==> config.mk <==
export PLATFORM = sky130hd
export DESIGN_NAME = display_module_mux_nd
export DESIGN_NICKNAME = d
export VERILOG_FILES = /design/src/rtl/display_pkg.sv /design/src/rtl/display_module_async.sv /design/src/rtl/display_module_mux_nd.sv
export SDC_FILE = /design/constraint.sdc
export NUM_CORES = 1
export LEC_CHECK = 0
export CAP_MARGIN = 20
export CORE_MARGIN = 3
export CORE_UTILIZATION = 57
export DETAILED_ROUTE_END_ITERATION = 8
export PLACE_DENSITY_LB_ADDON = 0.3
export RECOVER_POWER = 25
export SLEW_MARGIN = 20
export SYNTH_ARGS = -nofsm -noshare
export SYNTH_HDL_FRONTEND = slang
export SYNTH_HIERARCHICAL = 1
export SYNTH_SLANG_ARGS = --single-unit
==> constraint.sdc <==
create_clock -name clk -period 3.55 [get_ports clk]
set_clock_uncertainty 0.05 [all_clocks]
set_input_delay 0.5325 -clock clk [delete_from_list [all_inputs] [get_ports clk]]
set_output_delay 0.5325 -clock clk [all_outputs]
set_load 0.02 [all_outputs]
==> src/rtl/display_pkg.sv <==
// Shared types, constants and helpers for the scanned hex 7-segment display.
package display_pkg;

    // Blink phase of the whole display; blink-enabled digits go dark in HIDDEN.
    typedef enum logic {
        VISIBLE = 1'b0,
        HIDDEN  = 1'b1
    } blink_state_e;

    // Ceiling log2 with a minimum of 1, so a one-entry counter still has a bit.
    function automatic int clog2(input int value);
        int width;
        width = 1;
        while ((1 << width) < value) width = width + 1;
        return width;
    endfunction

    // Active-high segment patterns, bit 0 = a ... bit 6 = g.
    localparam logic [6:0] HEX7SEG [16] = '{
        7'h3F, 7'h06, 7'h5B, 7'h4F, 7'h66, 7'h6D, 7'h7D, 7'h07,
        7'h7F, 7'h6F, 7'h77, 7'h7C, 7'h39, 7'h5E, 7'h79, 7'h71
    };

    // Converts lit segments (1 = lit) to pin levels.
    function automatic logic [7:0] seg_level(input logic [7:0] lit, input bit active_low);
        return active_low ? ~lit : lit;
    endfunction

    // Converts a digit-enable request (1 = drive) to the pin level.
    function automatic logic dig_level(input logic asserted, input bit active_low);
        return asserted ^ active_low;
    endfunction

endpackage

==> src/rtl/display_module_async.sv <==
// Combinational hex-to-7-segment decoder; active-high output, bit 0 = segment a.
module display_module_async
    import display_pkg::*;
(
    input  logic [3:0] hex,
    output logic [6:0] seg
);

    assign seg = HEX7SEG[hex];

endmodule

==> src/rtl/display_module_mux_nd.sv <==
// Time-multiplexed N-digit hex 7-segment driver: one shared segment bus, one
// enable per digit, with leading-zero blanking, per-digit DP and blink,
// dead time at each slot start, and display updates only at frame boundaries.
module display_module_mux_nd
    import display_pkg::*;
#(
    parameter int DIGITS         = 8,
    parameter int REFRESH_DIV    = 50000,
    parameter int DEAD_CYCLES    = 16,
    parameter int BLINK_FRAMES   = 64,
    parameter bit SEG_ACTIVE_LOW = 1'b1,
    parameter bit DIG_ACTIVE_LOW = 1'b1
) (
    input  logic                clk,
    input  logic                rst_n,
    input  logic [4*DIGITS-1:0] data_i,
    input  logic                load_i,
    input  logic                lz_blank_i,
    input  logic [DIGITS-1:0]   dp_i,
    input  logic [DIGITS-1:0]   blink_i,
    output logic [7:0]          seg_o,
    output logic [DIGITS-1:0]   dig_o,
    output logic                frame_o
);

    localparam int IDX_W = clog2(DIGITS);
    localparam int PRE_W = clog2(REFRESH_DIV);
    localparam int BLK_W = clog2(BLINK_FRAMES);

    localparam logic [IDX_W-1:0] IDX_LAST = IDX_W'(DIGITS - 1);
    localparam logic [PRE_W-1:0] PRE_LAST = PRE_W'(REFRESH_DIV - 1);
    localparam logic [PRE_W-1:0] PRE_DEAD = PRE_W'(DEAD_CYCLES);
    localparam logic [BLK_W-1:0] BLK_LAST = BLK_W'(BLINK_FRAMES - 1);

    if (REFRESH_DIV < DEAD_CYCLES + 2) begin : g_bad_refresh_div
        $error("REFRESH_DIV must be at least DEAD_CYCLES+2");
    end
    if (BLINK_FRAMES < 1) begin : g_bad_blink_frames
        $error("BLINK_FRAMES must be at least 1");
    end

    logic [PRE_W-1:0]    presc_q;
    logic [IDX_W-1:0]    idx_q;
    logic [BLK_W-1:0]    blk_cnt_q;
    blink_state_e        blink_state_q, blink_state_d;

    logic [4*DIGITS-1:0] shadow_data_q, disp_data_q;
    logic [DIGITS-1:0]   shadow_dp_q, disp_dp_q;
    logic [DIGITS-1:0]   shadow_blink_q, disp_blink_q;
    logic                lz_en_q;

    logic                presc_term, frame_end, blk_wrap;
    logic [DIGITS-1:0]   lz_mask;
    logic                lz_run;
    logic [IDX_W+1:0]    nib_base;
    logic [3:0]          cur_nibble;
    logic [6:0]          dec_seg;
    logic                slot_active, hidden, digit_blank;
    logic [7:0]          seg_lit;

    assign presc_term = (presc_q == PRE_LAST);
    assign frame_end  = presc_term && (idx_q == IDX_LAST);
    assign blk_wrap   = (blk_cnt_q == BLK_LAST);

    // Slot prescaler and scan index; frame_o marks the first cycle of slot 0.
    // NOTE: non-blocking assignments make every register update from the same pre-edge values.
    always_ff @(posedge clk or negedge rst_n) begin
        if (!rst_n) begin
            presc_q <= '0;
            idx_q   <= '0;
            frame_o <= 1'b0;
        end else begin
            presc_q <= presc_term ? '0 : presc_q + 1'b1;
            if (presc_term) begin
                idx_q <= (idx_q == IDX_LAST) ? '0 : idx_q + 1'b1;
            end
            frame_o <= frame_end;
        end
    end

    // Blink frame counter and phase register.
    always_ff @(posedge clk or negedge rst_n) begin
        if (!rst_n) begin
            blk_cnt_q     <= '0;
            blink_state_q <= VISIBLE;
        end else begin
            if (frame_end) begin
                blk_cnt_q <= blk_wrap ? '0 : blk_cnt_q + 1'b1;
            end
            blink_state_q <= blink_state_d;
        end
    end

    // Blink phase toggles each time the frame counter wraps.
    // NOTE: the default assignment first covers every path, so no latch is inferred.
    always_comb begin
        blink_state_d = blink_state_q;
        if (frame_end && blk_wrap) begin
            case (blink_state_q)
                VISIBLE: blink_state_d = HIDDEN;
                HIDDEN:  blink_state_d = VISIBLE;
                default: blink_state_d = VISIBLE;
            endcase
        end
    end

    // Shadow capture on load; display copy only at the frame boundary, with a
    // same-cycle load bypassing the shadow so the new frame shows it at once.
    always_ff @(posedge clk or negedge rst_n) begin
        if (!rst_n) begin
            shadow_data_q  <= '0;
            shadow_dp_q    <= '0;
            shadow_blink_q <= '0;
            disp_data_q    <= '0;
            disp_dp_q      <= '0;
            disp_blink_q   <= '0;
            lz_en_q        <= 1'b0;
        end else begin
            if (load_i) begin
                shadow_data_q  <= data_i;
                shadow_dp_q    <= dp_i;
                shadow_blink_q <= blink_i;
            end
            if (frame_end) begin
                disp_data_q  <= load_i ? data_i  : shadow_data_q;
                disp_dp_q    <= load_i ? dp_i    : shadow_dp_q;
                disp_blink_q <= load_i ? blink_i : shadow_blink_q;
                lz_en_q      <= lz_blank_i;
            end
        end
    end

    // Leading-zero mask: digit i>0 is blank when it and every higher nibble are 0.
    always_comb begin
        lz_mask = '0;
        lz_run  = 1'b1;
        for (int i = DIGITS - 1; i > 0; i--) begin
            lz_run     = lz_run & (disp_data_q[4*i +: 4] == 4'h0);
            lz_mask[i] = lz_run;
        end
    end

    assign nib_base   = {idx_q, 2'b00};
    assign cur_nibble = disp_data_q[nib_base +: 4];

    display_module_async u_decoder (
        .hex (cur_nibble),
        .seg (dec_seg)
    );

    // Lit pattern for the current slot before polarity is applied.
    always_comb begin
        slot_active = (presc_q >= PRE_DEAD);
        hidden      = (blink_state_q == HIDDEN) && disp_blink_q[idx_q];
        digit_blank = hidden || (lz_en_q && lz_mask[idx_q]);
        seg_lit     = 8'h00;
        if (slot_active) begin
            seg_lit[6:0] = digit_blank ? 7'h00 : dec_seg;
            seg_lit[7]   = disp_dp_q[idx_q] && !hidden;
        end
    end

    // Registered pin drivers; at most one digit enable is asserted.
    always_ff @(posedge clk or negedge rst_n) begin
        if (!rst_n) begin
            seg_o <= seg_level(8'h00, SEG_ACTIVE_LOW);
            dig_o <= {DIGITS{DIG_ACTIVE_LOW}};
        end else begin
            seg_o <= seg_level(seg_lit, SEG_ACTIVE_LOW);
            for (int i = 0; i < DIGITS; i++) begin
                dig_o[i] <= dig_level(slot_active && (idx_q == IDX_W'(i)), DIG_ACTIVE_LOW);
            end
        end
    end

endmodule

=== Word-level counts from Yosys, hierarchy flattened ===
Memory sizes are Yosys's and may differ from the RTL's.
Index checks and enable logic that the tools add are counted.

* Flip-flop bits (word level): 140
* ROM bits: 112
* Bits of input ports: 52
* Output and inout bits: 17
* Logic and storage cells: 88
* Memories kept: 1

{| class="wikitable"
|+ Memory list
! name !! words !! bits a word !! rd ports !! clocked after memory_dff !! write ports !! RTL line !! source
|-
| (no name shown) || 16 || 7 || 1 || 0 || 0 || display_module_async.sv:9 || <nowiki>assign seg = HEX7SEG[hex];</nowiki>
|}

* Add/subtract/negate cells: 3
* Magnitude comparators: 3
* Equality and inequality tests: 9
* Shifts and indexed selects: 1
* Multiplexer cells: 17
* Bitwise gates (word level): 17
* Reduce and logical (&&, ||, !) cells: 23

{| class="wikitable"
|+ Operator list
! operator !! count
|-
| $mux W32 || 1
|-
| $shiftx A32 B6 Y4 || 1
|-
| $logic_not A4 Y1 || 7
|-
| $mux W8 || 3
|-
| $mux W7 || 3
|-
| $add A16 B1 Y16 const B || 1
|-
| $eq A16 B16 Y1 const B || 1
|-
| $ge A16 B5 Y1 const B || 1
|-
| $mux W16 || 1
|-
| $logic_and A1 B1 Y1 || 13
|-
| $eq A3 B3 Y1 const B || 4
|-
| $bmux W1 S3 || 3
|-
| $not A1 Y1 || 9
|-
| $not A8 Y8 || 1
|-
| $add A6 B1 Y6 const B || 1
|-
| $and A1 B1 Y1 || 6
|-
| $eq A3 B2 Y1 const B || 2
|-
| $eq A6 B6 Y1 const B || 1
|-
| $mux W6 || 1
|-
| $ge A5 B5 Y1 const B || 1
|-
| $not A4 Y5 || 1
|-
| $lt A3 B4 Y1 const B || 1
|-
| $add A3 B1 Y3 const B || 1
|-
| $eq A3 B1 Y1 const B || 1
|-
| other kinds (6) || 8
|}

=== Depth between registers and ports, before layout ===
* Depth in word-level cells: 14
* Depth in mapped cells: 12
* Gate-level depth less buffers: 10

=== Hierarchy ===
Netlist, hierarchy kept.

{| class="wikitable"
|+ By module, submodules not included
! module !! instances !! cells each !! area an instance (sq um) !! sequential area each (sq um)
|-
| display_module_mux_nd || 1 || 449 || 6187.2 || 3523.4
|-
| display_module_async || 1 || 33 || 287.8 || 0.0
|}

=== Worst setup path after synthesis ===
No wires, ideal clock.

* Kind: flip-flop to flip-flop
* From: register idx_q[0]
* To: register seg_o[3]
* Setup time: 0.082 ns
* Arrival: 2.619 ns
* Required time: 3.418 ns
* Slack: 0.799 ns
* Cell stages (with the launch flop): 12
* Path buffers: 2
* Clock period less this slack: 2.751 ns
* Cells stage by stage: dfrtp_1 > buf_6 > buf_2 > mux4_2 > nand2_1 > nand2_1 > inv_1 > ha_1 > inv_1 > mux4_1 > nor4b_1 > a22oi_1

* Word-level cells in the longest chain between the ends: 8
* Elaborated cells on any way between the ends: 15
* Classes of those cells: shift (1); mux (8); bitwise (2); reduce/logical (3); memory (1)

{| class="wikitable"
|+ Ends and longest elaborated chain
! element !! RTL line !! source
|-
| start: declaration || display_module_mux_nd.sv:43 || <nowiki>logic [IDX_W-1:0] idx_q;</nowiki>
|-
| start signal: assignment || display_module_mux_nd.sv:75 || <nowiki>idx_q <= (idx_q == IDX_LAST) ? '0 : idx_q + 1'b1;</nowiki>
|-
| $shiftx A32 B6 Y4 || display_module_mux_nd.sv:144 || <nowiki>assign cur_nibble = disp_data_q[nib_base +: 4];</nowiki>
|-
| named net cur_nibble[1] || display_module_mux_nd.sv:56 || <nowiki>logic [3:0] cur_nibble;</nowiki>
|-
| $not A4 Y5 (implied by the code) || display_module_async.sv:9 ||
|-
| $mem_v2 Z16 W7 || - ||
|-
| $mux W7 (implied by the code) (2 in a row) || display_module_async.sv:9 ||
|-
| named net dec_seg[3] || display_module_mux_nd.sv:57 || <nowiki>logic [6:0] dec_seg;</nowiki>
|-
| $mux W7 || display_module_mux_nd.sv:158 || <nowiki>seg_lit[6:0] = digit_blank ? 7'h00 : dec_seg;</nowiki>
|-
| $mux W8 || display_module_mux_nd.sv:157 || <nowiki>if (slot_active) begin</nowiki>
|-
| $not A8 Y8 || display_pkg.sv:26 || <nowiki>return active_low ? ~lit : lit;</nowiki>
|-
| end signal: assignment || display_module_mux_nd.sv:166 || <nowiki>seg_o <= seg_level(8'h00, SEG_ACTIVE_LOW);</nowiki>
|-
| end signal: assignment || display_module_mux_nd.sv:169 || <nowiki>seg_o <= seg_level(seg_lit, SEG_ACTIVE_LOW);</nowiki>
|-
| end: declaration || display_module_mux_nd.sv:21 || <nowiki>output logic [7:0] seg_o,</nowiki>
|}

The timed path passes the listed nets, and every way through them passes these cells. The select of a mux whose other input is x is not followed.
A chain may end at the register's enable or synchronous reset.

=== Worst setup path in the final report ===
Ends and elaborated chain as after synthesis.

==> flow_summary.ini <==
[synth]
synth_top_area_share = 0.479
yosys-top-cells-count = 124 x dfrtp_1, 98 x mux2_2, 34 x nand2_1
ys_async_sr_fraction = 1.00
synth.largest_area_cell = dfrtp_1
synth_area_leaders = dfrtp_1 48%, mux2_2 17%, dfstp_2 6.5%
synth_cell_type_count = 49
synthFlopType = dfrtp_1
netlist_instances = 482
avgSynthCellArea_um2 = 13.4
synth.most_common_cell = dfrtp_1
synth_edf_count = 0
ys.warnings.count = 6
ys_seq_area_frac = 0.544
netlist_area_um2 = 6470
ys_seq_elements = 140
synth_nets = 550

[sta]
timing.final.max_slew_violations = 89
report.final.hold_viol_count = 0
setup_viol = 0
tightest_slew_ps = 2180
finalCritPeriodShare = 0.833
clock.fmax_mhz = 338
rsz0062_at_grt = no
relSlewSlack = -0.452
finalSetupTns_ps = 0
layout_min_cycle_time_ps = 2960

[floorplanning]
rows = 38
coreArea_um2 = 11000
die_y_um = 113
die_x_um = 113
start_util = 0.590
pin_count = 69
die_area_um2 = 12700

[place]
hpwl_mm = 8.60
placed_cell_area_um2 = 7220
routabilityCongestion = 0.867
io_buffer_count = 68

[setup_path]
worst_path_max_delay_cell = dfrtp_1
cp_max_fo = 11
crit_chain = mux4_2 > nand2_1 > nand2_1 > inv_1 > ha_1 > inv_1 > mux4_1 > nor4b_1 > a22oi_1
path_buf_inv = 2
path_delay_family = multiplexers
rrSetupSlack_ps = 590
rr_startpoint = idx_q[0]$_DFFE_PN0N_
rr_endpoint = seg_o[3]$_DFF_PN1_
cp.required_ps = 3830
arrival_ps = 3240
cpPeakStageDelay_ps = 660
r2r_cells = 9
crit_path_start_kind = register
crit_path_end_kind = register
worst-setup-path-type = reg2reg

[drt]
drc = 0
via_per_inst = 5.90
drtIter0Drc = 254
dr.pass1.iters = 5
finalWirelength_mm = 13.1
ant_nets = 0
wl_per_cell_um = 18.7
num_vias = 4131

[cts]
h-tree-depth = 4
clk_pin_slew_worst_paths_ps = 60
ctsResizeCount = 0
cts_tree = done
clock_latency_ps = 420
cts_setup_buffers = 0
cts_buffers = 17
hold_buffers = 0
tritoncts_num_sinks = 140
cts-root-buf = clkbuf_16
clockBufferDepth = 2

[outcome]
status = finished with violations
violations = capacitance limit, slew limit

[power_and_ir_drop]
power_density_nw_per_um2 = 481
ir_worst_vdd_v = 0.000303
leakage_nw = 3.50

[global_route]
antenna_found_initial = 0
track_usage = 0.218
grt_max_degree = 90
grt_overflow = 0
grt_pass1_vias = 4329
grt_first_pass_wirelength_mm = 21.9

[cells_and_area]
final_nets = 616
area_growth_pct = 21.6
fin_area_um2 = 7880
n_antenna_cell = 0
layout-drive-gt1-share = 0.298

[job]
maxCapViolCount = 1

[worst_hold_path]
min_to = shadow_data_q[23]$_DFF_PN0_
min_from = shadow_data_q[23]$_DFF_PN0_
min_path_type = reg2reg
whs_path_depth = 1
[worst reg2reg max path: stages, from the launching register on]
cell	delay (ps)
dfrtp_1	660
mux4_2	580
nand2_1	80
nand2_1	130
inv_1	160
ha_1	250
inv_1	60
mux4_1	500
nor4b_1	160
a22oi_1	240
[registers in the layout (all words and copies together), names as in the netlist]
name            flops
shadow_blink_q      8
shadow_data_q      32
seg_o               8
presc_q            16
blink_state_q       1
disp_blink_q        8
shadow_dp_q         8
blk_cnt_q           6
disp_dp_q           8
idx_q               3
disp_data_q        32
lz_en_q             1
dig_o               8
frame_o             1
[logic make-up after synthesis]
kind of cell / share of synthesized area
multiplexers: 0.232
AND/OR/NAND/NOR: 0.110
buffers and inverters: 0.0313
adder cells (fa/ha/maj): 0.0309
XOR/XNOR: 0.0203
AO/OA/AOI/OAI: 0.0321
flip-flops: 0.544
[through the flow]
stage / setup WS [ps] / cells / utilization / hold WS [ps] / power (mW)
detailed placement: 652 / 668 / 0.657 / 420 / 1.88
floorplan: 799 / 482 / - / 187 / 1.76
global route: 381 / 700 / 0.717 / 440 / 3.92
finish: 594 / 700 / 0.717 / 441 / 3.79
global placement: 771 / 668 / 0.657 / 402 / 1.87
CTS: 639 / 699 / 0.716 / 164 / 3.81
[worst max path at each step]
| stage | start | to | slack (ps) | depth (start not counted) |
|---|---|---|---|---|
| 2_1_floorplan | idx_q[0]$_DFFE_PN0N_ | seg_o[3]$_DFF_PN1_ | 800 | 11 |
| 6_report | idx_q[0]$_DFFE_PN0N_ | seg_o[3]$_DFF_PN1_ | 590 | 9 |
| 3_3_place_gp | idx_q[0]$_DFFE_PN0N_ | seg_o[3]$_DFF_PN1_ | 770 | 9 |
| 4_1_cts | idx_q[0]$_DFFE_PN0N_ | seg_o[3]$_DFF_PN1_ | 640 | 9 |
| 3_5_place_dp | idx_q[0]$_DFFE_PN0N_ | seg_o[3]$_DFF_PN1_ | 650 | 9 |
| 5_1_grt | idx_q[0]$_DFFE_PN0N_ | seg_o[3]$_DFF_PN1_ | 380 | 9 |
[cell usage in the layout (no fill, tap or decap), types with 3 or more instances in the layout]
cell and instances:
a21oi_1 7, clkinv_4 3, or4_1 4, nor2_1 12, mux2_2 98, and3_1 9, xor2_1 7, nor4_1 16
nand4_1 4, or3_1 3, nor4b_1 5, a22oi_1 7, bufinv_16 5, clkdlybuf4s50_1 66, o21ai_0 4, mux4_1 5
ha_1 16, nor3_1 8, and4_1 3, dfrtp_1 124, inv_1 12, nand3_1 16, dfstp_2 16, nand2_1 34
mux4_2 8, mux2_1 4, mux2i_1 4, buf_12 3, xnor2_1 8, clkbuf_16 17
[report_power, final]
part	leakage (nW)	internal [mW]	switching (mW)	total (mW)
registers	1.78	1.65	0.0142	1.67
logic	1.42	0.102	0.0802	0.182
clock network	0.310	1.25	0.694	1.94
[layer usage]
metal	routed length (um)	track usage
met5	0	0
met4	195	0.0857
met3	685	0.0469
met2	6400	0.343
met1	5780	0.299
[final cells by class]
type                    count  area (um2)
well taps                 140         175
repair buffers             72         738
clock buffers              17         425
inverters                  12        45.0
clock inverters            14         219
multi-input cells         305        2750
flip-flops and latches    140        3520
fillers                   742        3110
Power figures use the tool's default switching activity.
